==> config.mk <==
export PLATFORM = sky130hd
export DESIGN_NAME = j2_io_input_port
export DESIGN_NICKNAME = d
export VERILOG_FILES = /design/src/rtl/j2_io_input_port.sv
export SDC_FILE = /design/constraint.sdc
export NUM_CORES = 1
export LEC_CHECK = 0
export BUFFER_PORTS_ARGS = -buffer_cell sky130_fd_sc_hd__clkbuf_2
export CAP_MARGIN = 20
export CORE_MARGIN = 2
export CORE_UTILIZATION = 45
export DETAILED_ROUTE_END_ITERATION = 8
export GPL_TIMING_DRIVEN = 0
export PLACE_DENSITY = 0.65
export SLEW_MARGIN = 5
export SYNTH_ARGS = -nofsm -noshare
export SYNTH_HDL_FRONTEND = slang
export SYNTH_SLANG_ARGS = --single-unit
==> constraint.sdc <==
create_clock -name clock -period 1.8 [get_ports clock]
set_clock_uncertainty 0.2 [all_clocks]
set_input_delay 0.18 -clock clock [delete_from_list [all_inputs] [get_ports clock]]
set_output_delay 0.18 -clock clock [all_outputs]
set_load 0.01 [all_outputs]
==> src/rtl/j2_io_input_port.sv <==
// j2_io_input_port
// Read-side I/O responder for the j2 core. Board inputs pass through a
// two-flop synchroniser and a per-bit debounce counter. Rising edges of the
// debounced level are latched as sticky events. Three registers (STATUS,
// EVENTS, INFO) are exposed at BASE_ADDR..BASE_ADDR+2. EVENTS clears on read
// and accepts write-one-to-clear. A new edge always beats a simultaneous
// clear, so no event is ever dropped.

`ifndef WIDTH
`define WIDTH 16
`endif

module j2_io_input_port #(
  parameter int          N_INPUTS        = 4,
  parameter int          DEBOUNCE_CYCLES = 100000,
  parameter logic [15:0] BASE_ADDR       = 16'h0010
) (
  input  logic                clock,
  input  logic                active_low_reset,
  input  logic [N_INPUTS-1:0] pins,
  input  logic [15:0]         io_address,
  input  logic                io_read_enable,
  input  logic                io_write_enable,
  input  logic [`WIDTH-1:0]   data_out,
  output logic [`WIDTH-1:0]   io_data_in,
  output logic                event_pending
);

  // The counter only has to reach DEBOUNCE_CYCLES-1 before it is cleared, so
  // $clog2 bits are enough and it can never wrap.
  localparam int                CNT_W   = $clog2(DEBOUNCE_CYCLES);
  localparam logic [CNT_W-1:0]  CNT_MAX = CNT_W'(DEBOUNCE_CYCLES - 1);

  localparam logic [15:0] ADDR_STATUS = BASE_ADDR;
  localparam logic [15:0] ADDR_EVENTS = BASE_ADDR + 16'd1;
  localparam logic [15:0] ADDR_INFO   = BASE_ADDR + 16'd2;

  logic [N_INPUTS-1:0]            sync_meta_q, sync_meta_d;
  logic [N_INPUTS-1:0]            sync_q, sync_d;
  logic [N_INPUTS-1:0]            stable_q, stable_d;
  logic [N_INPUTS-1:0]            stable_prev_q, stable_prev_d;
  logic [N_INPUTS-1:0][CNT_W-1:0] cnt_q, cnt_d;
  logic [N_INPUTS-1:0]            events_q, events_d;
  logic [`WIDTH-1:0]              io_data_in_q, io_data_in_d;
  logic                           event_pending_q, event_pending_d;

  logic                hit_status;
  logic                hit_events;
  logic                hit_info;
  logic [`WIDTH-1:0]   read_value;
  logic [N_INPUTS-1:0] rise;
  logic [N_INPUTS-1:0] clr_read;
  logic [N_INPUTS-1:0] clr_write;

  // Only the low N_INPUTS write-data bits reach a register; the rest are
  // folded here so every port bit has a consumer.
  logic unused_data_bits;
  assign unused_data_bits = ^data_out;

  assign hit_status = (io_address == ADDR_STATUS);
  assign hit_events = (io_address == ADDR_EVENTS);
  assign hit_info   = (io_address == ADDR_INFO);

  // Two-flop synchroniser for the raw pins, plus a delayed copy of the
  // debounced level used for rising-edge detection.
  always_comb begin
    sync_meta_d   = pins;
    sync_d        = sync_meta_q;
    stable_prev_d = stable_q;
  end

  // Debounce: a bit must disagree with its stable level for DEBOUNCE_CYCLES
  // consecutive samples before the new level is accepted.
  always_comb begin
    stable_d = stable_q;
    cnt_d    = cnt_q;
    for (int i = 0; i < N_INPUTS; i++) begin
      if (sync_q[i] == stable_q[i]) begin
        cnt_d[i] = '0;
      end else if (cnt_q[i] == CNT_MAX) begin
        stable_d[i] = sync_q[i];
        cnt_d[i]    = '0;
      end else begin
        cnt_d[i] = cnt_q[i] + CNT_W'(1);
      end
    end
  end

  // Register map read mux; unmapped addresses read as zero.
  always_comb begin
    read_value = '0;
    if (hit_status) begin
      read_value[N_INPUTS-1:0] = stable_q;
    end else if (hit_events) begin
      read_value[N_INPUTS-1:0] = events_q;
    end else if (hit_info) begin
      read_value = `WIDTH'(N_INPUTS);
    end
  end

  // Sticky events: clear the bits just returned by a read and the bits
  // written as ones, then OR in new rising edges so a set beats a clear.
  always_comb begin
    rise            = stable_q & ~stable_prev_q;
    clr_read        = (io_read_enable && hit_events) ? events_q : '0;
    clr_write       = (io_write_enable && hit_events) ? data_out[N_INPUTS-1:0] : '0;
    events_d        = (events_q & ~(clr_read | clr_write)) | rise;
    event_pending_d = |events_q;
    io_data_in_d    = io_read_enable ? read_value : io_data_in_q;
  end

  // State registers with synchronous active-low reset; a reset discards any
  // debounce in progress.
  always_ff @(posedge clock) begin
    if (!active_low_reset) begin
      sync_meta_q     <= '0;
      sync_q          <= '0;
      stable_q        <= '0;
      stable_prev_q   <= '0;
      cnt_q           <= '0;
      events_q        <= '0;
      io_data_in_q    <= '0;
      event_pending_q <= 1'b0;
    end else begin
      sync_meta_q     <= sync_meta_d;
      sync_q          <= sync_d;
      stable_q        <= stable_d;
      stable_prev_q   <= stable_prev_d;
      cnt_q           <= cnt_d;
      events_q        <= events_d;
      io_data_in_q    <= io_data_in_d;
      event_pending_q <= event_pending_d;
    end
  end

  assign io_data_in    = io_data_in_q;
  assign event_pending = event_pending_q;

endmodule

* Word-level counts from Yosys, hierarchy flattened
Index checks and enable logic that the tools add are counted.
Operators by class: mux-type cells 6, equal/unequal tests 11, bitwise operators 11, add/subtract/negate cells 4, reduce and logical (&&, ||, !) cells 11
Operator list (count):
- $add 17x1->17 const B | 4
- $eq 17x17->1 const B | 4
- $eq 16x5->1 const B | 3
- $mux 4 | 4
- $mux 12 | 1
- $reduce_or 3->1 | 4
- $and 4x4->4 | 2
- $not 4->4 | 2
- $or 4x4->4 | 2
- $reduce_and 2->1 | 4
- $not 1->1 | 5
- $eq 1x1->1 | 4
- $reduce_or 4->1 | 1
- $mux 3 | 1
- $logic_and 1x1->1 | 2
Word-level totals: logic and storage cells 57, output and inout port bits 17, register bits after elaboration 105, input port bits 40

* Longest topological paths before layout
Gate-level depths: netlist (run 1).
depth after elaboration 7, gate-level depth with buffers 7, mapped depth without buffers 5

* Worst setup path before layout (run 1)
No wires, ideal clock.
path type register to register, start reg cnt_q[34] in the netlist's numbering, end reg cnt_q[46] in the netlist's numbering, arrival time 1.523 ns, setup slack -0.038 ns, buffers on the path 1, cell stages (with the launch flop) 7, clock period less this slack 1.838 ns, required time 1.485 ns, library setup time 0.115 ns, cell sequence dfxtp_1 -> ha_1 -> nand2b_1 -> or4_1 -> o21bai_2 -> buf_4 -> nor2_1
Between the ends: word-level cells in the longest chain between the ends 2, elaborated cells between the ends (all ways) 3, classes of those cells 1 x add/sub; 1 x eq/ne; 1 x reduce/logical
Ends and longest elaborated chain:
- start: declaration | RTL line 42 | logic [N_INPUTS-1:0][CNT_W-1:0] cnt_q, cnt_d;
- start signal: assignment | RTL line 129 | cnt_q <= cnt_d;
- branches (longest 2 deep; another with $add 17x1->17)
Several ways; the timed one is not identified. A chain may end at the register's enable or synchronous reset.

* Final worst setup path (run 1)
start reg cnt_q[31] in the netlist's numbering, end reg cnt_q[25] in the netlist's numbering
Between the ends: word-level cells in the longest chain between the ends 2
Ends and longest elaborated chain:
- $eq 17x17->1 | RTL line 80 | end else if (cnt_q[i] == CNT_MAX) begin
- $reduce_or 3->1 (no line)
Every way passes these cells.

==> results of run 1 <==
[layout make-up]
cell class	instances	area [sq um]
inverters	19	71.3
clock inverters	6	93.8
flip-flops and latches	93	1900
clock buffers	9	124
well taps	108	135
repair buffers	56	370
fillers	786	3730
multi-input cells	341	2200
plain buffers	23	178
[timing repair]
action,CTS,global route
endpoints found under the setup margin,55,62
resized for setup,21,30
hold buffers,9,2
hold endpoints to repair,12,1
cloned,0,1
pin swaps,6,3
setup buffers,9,4
[worst register-to-register path, stage by stage, from the launching register on]
cell     delay, ns
dfxtp_2       0.33
or4_4         0.54
nor4_4        0.19
or2_1         0.16
buf_6         0.12
buf_12        0.12
nor2_1        0.05
[metrics by stage]
stage | utilization | worst slack, ns | hold slack, ns
5_1_grt | 0.576 | -0.112 | -0.0356
3_3_place_gp | 0.511 | -0.287 | 0.189
6_report | 0.576 | -0.0169 | -0.0402
4_1_cts | 0.561 | -0.0264 | -0.0615
3_5_place_dp | 0.511 | -0.347 | 0.189
2_1_floorplan | - | -0.00312 | 0.107
[metal layers]
layer	track usage	part of all wire	up-vias	wire length (um)
met5	0	0	-	0
met1	0.209	0.46	1558	3900
met2	0.308	0.49	44	4200
li1	-	-	1749	-
met3	0.0474	0.032	12	274
met4	0.0569	0.014	0	119
[cell usage after synthesis, types with 3 or more instances]
cell and count:
nand4_1 29, a31oi_1 4, mux2i_1 6, ha_1 4, nor4b_1 3, buf_4 13
or4_1 3, a21oi_1 5, o21ai_0 15, xor2_1 23, nor4bb_1 4, inv_1 19
nand2_1 29, and2_1 9, nor4_1 17, clkbuf_1 5, and4_1 6, xnor2_1 36
nor2_1 72, nor3_1 11, dfxtp_1 93, buf_2 3, nand3_1 27, and3_1 4
[logic make-up after synthesis]
logic type	count (synthesis)	synth area share
other cells	1	0.000906
mux	6	0.0145
buf+inv	45	0.0596
compound gates	29	0.0417
fa+ha+maj	4	0.0121
flops	93	0.450
xor+xnor	59	0.125
simple gates	231	0.296
[sequential cells by signal, indices dropped and copies added (netlist names)]
| register | flops |
|---|---|
| cnt_q | 68 |
| events_q | 4 |
| io_data_in | 4 |
| stable_prev_d | 4 |
| stable_prev_q | 4 |
| sync_d | 4 |
| sync_q | 4 |
| event_pending | 1 |
[worst max path at each step]
stage | start | end | slack, ns | cells after the start
after global placement | cnt_q[51] | cnt_q[54] | -0.29 | 7
final | cnt_q[31] | cnt_q[25] | -0.02 | 6
after global routing | cnt_q[17] | cnt_q[29] | -0.11 | 7
after detailed placement | cnt_q[51] | cnt_q[56] | -0.35 | 7
after CTS | cnt_q[31] | cnt_q[29] | -0.03 | 6
after floorplan | cnt_q[31] | cnt_q[31] | -0.003 | 6
[power groups by stage]
| stage | clock network, mW | registers [mW] | logic, mW |
|---|---|---|---|
| 2_1_floorplan | 0 | 2.12 | 0.0765 |
| 3_3_place_gp | 0 | 2.12 | 0.121 |
| 3_5_place_dp | 0 | 2.12 | 0.122 |
| 4_1_cts | 1.58 | 2.07 | 0.147 |
| 5_1_grt | 1.67 | 2.07 | 0.172 |
| 6_report | 1.52 | 2.07 | 0.156 |
==> results.tsv, run 1 <==
stage	metric	value	unit
logic_synthesis	mapped cell area	4140	sq um
logic_synthesis	sequential area share after synthesis	0.450	
logic_synthesis	Syn. warnings	0	
logic_synthesis	Post-Syn Instances	468	
floorplan	die area	9980	sq um
setup_path	crit path capture type	register	
logic_synthesis	Synth cell types	45	
clocking	CTS tree	built	
timing	Tcrit/Tclk final	1.01	
floorplan	Die X	99.9	um
job	max-cap viol count	0	
finish	diode count	0	
global_route	number of global-route vias before repair	3247	
setup_path	RR Startpoint	cnt_q[31]	
setup_path	Buf/Inv on CP	2	
place	HPWL after detailed placement	5780	um
floorplan	core area	8810	sq um
place	placed insts	618	
clocking	root buffer cell	clkbuf_8	
logic_synthesis	fraction of synthesis flops using an asynchronous set or reset pin	0	
finish	Area Growth Syn to Fin	22.6	%
min_path	hold-critical path depth	4	
clocking	H-tree Lvls	3	
timing	Achievable Freq	550	MHz
logic_synthesis	Avg Cell Area, Syn	8.84	sq um
timing	Slew Limit Fails	0	
place	Post-DP Area	4500	sq um
setup_path	r2r endpoint	cnt_q[25]	
global_route	initial antenna violation count	0	
pwr	clock share of power	0.407	
timing	Hold WS	-0.0402	ns
logic_synthesis	Area contributors post-synth	dfxtp_1, xnor2_1, nor2_1	
clocking	total CTS buffers	9	
setup_path	worst-case reg-to-reg path depth	6	
timing	Slew HR	0.653	
setup_path	Crit path max-delay family	simple AND/OR/NAND/NOR gates	
global_route	GRT Util Overall	0.176	
pwr	sw frac	0.218	
timing	min Tclk post-route	1.82	ns
min_path	hold worst-path end	io_data_in[2]	
place	IO buf count	31	
global_route	first-pass GRT wire length	14300	um
setup_path	critical path type	register to register	
logic_synthesis	Yosys top cell area share	0.450	
finish	most common cell after layout, fill and taps aside	dfxtp_1	
logic_synthesis	Yosys top cell by area	dfxtp_1	
floorplan	IO Pins	57	
place	RePlAce Congestion	0.825	
floorplan	Initial Util	0.470	
pwr	LEAKAGE	1.73	nW
min_path	Worst Hold Class	input pin to register	
logic_synthesis	Post-synth EDFFs	0	
finish	most frequent cells in the layout	dfxtp_1, nor2_1, xnor2_1	
clocking	Worst-path clk slew	0.09	ns
logic_synthesis	Yosys reg bits	93	
global_route	largest net degree at the start of global routing	17	
setup_path	crit-path cells	or4_4, nor4_4, or2_1, buf_6, buf_12, nor2_1	
clocking	CTS Buffer Depth	2	
setup_path	CP peak stage delay	0.54	ns
finish	Design Area, Final	5070	sq um
logic_synthesis	Main synth FF type	dfxtp_1	
detailed_routing	first-pass iteration count of the detailed router	4	
setup_path	Worst setup SP type	register	
finish	# nets final	587	
timing	Hold Vio Cnt, Final	1	
global_route	gr ovfl total	0	
pwr	internal power	2.93	mW
pwr	Final Power	3.75	mW
timing	final setup margin	-0.0169	ns
detailed_routing	Vias	3363	
run_status	failing checks	negative hold slack, negative setup slack	
clocking	latest clock arrival within the worst-skew pair	0.36	ns
pwr	Flop pwr share	0.551	
setup_path	Slowest cell on crit path	or4_4	
pwr	maximum vdd drop	0.423	mV
setup_path	CP Data Required Time	1.84	ns
detailed_routing	starting DRC count in detailed routing	84	
run_status	outcome	complete, but fails checks	
pwr	Cell Pwr Density	739	nW/um^2
detailed_routing	Final ANT Viol Nets	0	
timing	# setup viols final	6	
setup_path	Critical Path Fanout Max	10	
timing	Setup TNS	-0.0600	ns
floorplan	Cell Rows	34	
finish	Non-Filler Instances	655	
pwr	Logic pwr share	0.042	
detailed_routing	DRC	0	
detailed_routing	final wirelength	8490	um
floorplan	die height	99.9	um
detailed_routing	Vias/cell	5.13	
setup_path	reg2reg setup slack	-0.02	ns
finish	layout cells sized above 1	0.223	
timing	measured slew at the worst slew-check pin	0.521	ns
min_path	HP Start	io_address[15]	
detailed_routing	wire per inst	13.0	um
setup_path	Critical Path AT	1.86	ns
pwr	Net Sw Power	0.816	mW
clocking	Clock Sinks	93	
timing	RSZ-0062 raised after global routing	true	
Power figures use the tool's default switching activity.
==> inputs of run 2 (changes only) <==
- ABC_AREA: not set -> 1
==> results.tsv, run 2 <==
stage	metric	value	unit	change
global_route	initial antenna violation count	0		unchanged
finish	max reg flops	68		unchanged
setup_path	Crit path max-delay family	simple AND/OR/NAND/NOR gates		
floorplan	Die X	108	um	+8.3%
timing	Slew Limit Fails	0		unchanged
global_route	gr ovfl total	0		unchanged
min_path	HP Start	io_address[1]		
place	DP Worst Slack	0.0388	ns	+0.386 ns
logic_synthesis	sequential area share after synthesis	0.382		-0.0684
finish	most flop-heavy register	cnt_q		
clocking	CTS tree	built		
finish	most frequent cells in the layout	nand2_1, inv_1, nor2_1		
logic_synthesis	adder-cell share of the synthesized area	0.0103		-0.00184
logic_synthesis	Syn. warnings	0		unchanged
logic_synthesis	Main synth FF type	dfxtp_1		
place	IO buf count	30		-3.2%
finish	Area Growth Syn to Fin	17.4	%	
detailed_routing	Vias	4282		+27%
setup_path	reg2reg setup slack	0.07	ns	+0.08 ns
place	RePlAce Congestion	0.891		+8.0%
finish	diode count	0		unchanged
clocking	Worst-path clk slew	0.09	ns	about the same
logic_synthesis	Area contributors post-synth	dfxtp_1, nand2_1, inv_1		
floorplan	Initial Util	0.456		-0.0137
timing	Hold WS	0.0325	ns	+0.0727 ns
logic_synthesis	top cells by count, synth	nand2_1, inv_1, nor2_1		
logic_synthesis	Yosys reg bits	93		unchanged
timing	Hold Vio Cnt, Final	0		-1
place	HPWL after detailed placement	7220	um	+25%
finish	layout filler cell count	1067		+36%
floorplan	IO Pins	57		unchanged
global_route	GRT Util Overall	0.176		+0.000866
detailed_routing	Final ANT Viol Nets	0		unchanged
setup_path	RR Startpoint	cnt_q[0]		
setup_path	Critical Path AT	1.79	ns	-0.07 ns
logic_synthesis	Synth cell types	37		-18%
timing	min Tclk post-route	1.73	ns	-0.0821 ns
setup_path	CP Data Required Time	1.86	ns	+0.02 ns
pwr	Net Sw Power	0.826	mW	+1.1%
clocking	CTS Buffer Depth	2		unchanged
setup_path	crit path capture type	register		
pwr	internal power	2.66	mW	-9.2%
detailed_routing	wire per inst	10.5	um	-19%
setup_path	r2r endpoint	cnt_q[8]		
finish	layout cells sized above 1	0.186		-0.0373
finish	# nets final	825		+41%
logic_synthesis	Yosys top cell by area	dfxtp_1		
clocking	latest clock arrival within the worst-skew pair	0.37	ns	about the same
run_status	outcome	completed		
timing	final setup margin	0.0653	ns	+0.0821 ns
pwr	Logic pwr share	0.051		+0.009
floorplan	die height	108	um	+8.3%
detailed_routing	Vias/cell	4.62		-9.9%
pwr	maximum vdd drop	0.320	mV	-24%
pwr	LEAKAGE	2.28	nW	+32%
global_route	first-pass GRT wire length	16800	um	+17%
setup_path	crit-path cells	ha_2, nand2_2, nor2_4, nand3_4, o21bai_4, clkbuf_16, nor2_2		
min_path	Worst Hold Class	input pin to register		
floorplan	die area	11700	sq um	+17%
min_path	hold-critical path depth	6		+2
timing	Setup TNS	0	ns	+0.0600 ns
setup_path	Worst setup SP type	register		
global_route	largest net degree at the start of global routing	16		-1
detailed_routing	DRC	0		unchanged
logic_synthesis	largest family of logic cells by synthesized area	simple AND/OR/NAND/NOR gates		
global_route	number of global-route vias before repair	3954		+22%
logic_synthesis	Yosys top cell area share	0.382		-0.0684
timing	Tcrit/Tclk final	0.964		-0.0456
pwr	clock share of power	0.353		-0.054
setup_path	critical path type	register to register		
job	max-cap viol count	0		unchanged
logic_synthesis	Post-synth EDFFs	0		unchanged
logic_synthesis	count leader, synth	nand2_1		
floorplan	Cell Rows	38		+12%
pwr	sw frac	0.237		+0.0190
logic_synthesis	mapped cell area	4880	sq um	+18%
detailed_routing	starting DRC count in detailed routing	214		+150%
finish	most common cell after layout, fill and taps aside	nand2_1		
pwr	Cell Pwr Density	609	nW/um^2	-18%
setup_path	Critical Path Fanout Max	7		-3
clocking	Clock Sinks	93		unchanged
clocking	root buffer cell	clkbuf_8		
clocking	total CTS buffers	9		unchanged
logic_synthesis	Synth Area in Compound Gates	0.0474		+0.00571
logic_synthesis	Post-Synth Simple-Gate Area	0.379		+0.0826
setup_path	CP peak stage delay	0.35	ns	-0.19 ns
detailed_routing	final wirelength	9680	um	+14%
setup_path	Slowest cell on crit path	dfxtp_2		
pwr	Flop pwr share	0.596		+0.045
logic_synthesis	Avg Cell Area, Syn	6.94	sq um	-21%
setup_path	worst-case reg-to-reg path depth	7		+1
logic_synthesis	post-synthesis xor/xnor area fraction	0.0521		-0.0728
logic_synthesis	Post-Syn Instances	703		+50%
floorplan	core area	10700	sq um	+21%
timing	Achievable Freq	576	MHz	+4.7%
timing	# setup viols final	0		-6
setup_path	Buf/Inv on CP	1		-1
logic_synthesis	fraction of synthesis flops using an asynchronous set or reset pin	0		unchanged
min_path	hold worst-path end	io_data_in[0]		
detailed_routing	first-pass iteration count of the detailed router	5		+1
clocking	H-tree Lvls	3		unchanged
logic_synthesis	mux share of post-synthesis cell area	0.00692		-0.00759
==> run 2: changes by cell type after synthesis, moves of 9 or more <==
| cell | previous run | this run |
|---|---|---|
| a21oi_1 | 5 | 14 |
| inv_1 | 19 | 111 |
| nand2_1 | 29 | 159 |
| nor2_1 | 72 | 110 |
| nor2_2 | 2 | 20 |
| nor3_1 | 11 | 21 |
| nor4_1 | 17 | 0 |
| xnor2_1 | 36 | 9 |
==> run 2: worst max path at each step <==
stage,from,end,cells after the start
after CTS,io_address[15],events_q[3],10
final,cnt_q[0],cnt_q[8],7
after detailed placement,cnt_q[17],cnt_q[31],7
after global placement,cnt_q[17],cnt_q[31],7
after global routing,cnt_q[0],cnt_q[6],7
after floorplan,cnt_q[17],cnt_q[31],7
==> run 2: cell type report <==
type                            instances  area, sq um  area share
Timing Repair Buffer                   56          408      0.0712
Clock inverter                          6         40.0     0.00699
Tap cell                              140          175      0.0306
Sequential cell                        93         1860       0.326
Buffer                                 20          170      0.0297
Multi-Input combinational cell        485         2510       0.438
Clock buffer                           10          128      0.0223
Inverter                              116          435      0.0760
==> run 2: layer usage <==
metal | share of wire | track usage
met1 | 0.48 | 0.232
met5 | 0 | 0
met2 | 0.46 | 0.291
met3 | 0.048 | 0.0356
met4 | 0.012 | 0.0586
==> run 2: power by group through the flow <==
| stage | Combinational, mW | Clock, mW | Sequential [mW] |
|---|---|---|---|
| after floorplan | 0.0921 | 0 | 2.13 |
| after global placement | 0.143 | 0 | 2.13 |
| after detailed placement | 0.145 | 0 | 2.13 |
| after CTS | 0.169 | 1.28 | 2.08 |
| after global routing | 0.200 | 1.35 | 2.08 |
| final | 0.178 | 1.23 | 2.08 |
==> run 2: logic make-up after synthesis <==
family | after synthesis
and+or+nand+nor | 401
muxes | 3
adders and majority gates | 4
xor gates and xnor gates | 29
DFF | 93
other | 1
buffers and inverters | 136
AOI/OAI and AO/OA | 36
==> run 2: per-stage QoR <==
stage	utilization	instances	total power [mW]	instance area [sq um]
floorplan	-	714	2.22	4920
global placement	0.490	884	2.27	5250
detailed placement	0.490	884	2.27	5250
CTS	0.523	918	3.52	5590
global route	0.535	926	3.63	5730
finish	0.535	926	3.48	5730
==> run 2: what timing repair did <==
action,CTS,global route
resized for setup,0,17
endpoints found under the hold margin,17,0
endpoints found under the setup margin,0,42
hold buffers,18,0
buffers inserted,0,7
==> run 2: worst register-to-register path: cells and delay by family (launching register included) <==
kind	cells	cell delay, ns
AO/OA/AOI/OAI	1	0.30
adder cells (fa/ha/maj)	1	0.19
buffers and inverters	1	0.22
flip-flops	1	0.35
AND/OR/NAND/NOR	4	0.37
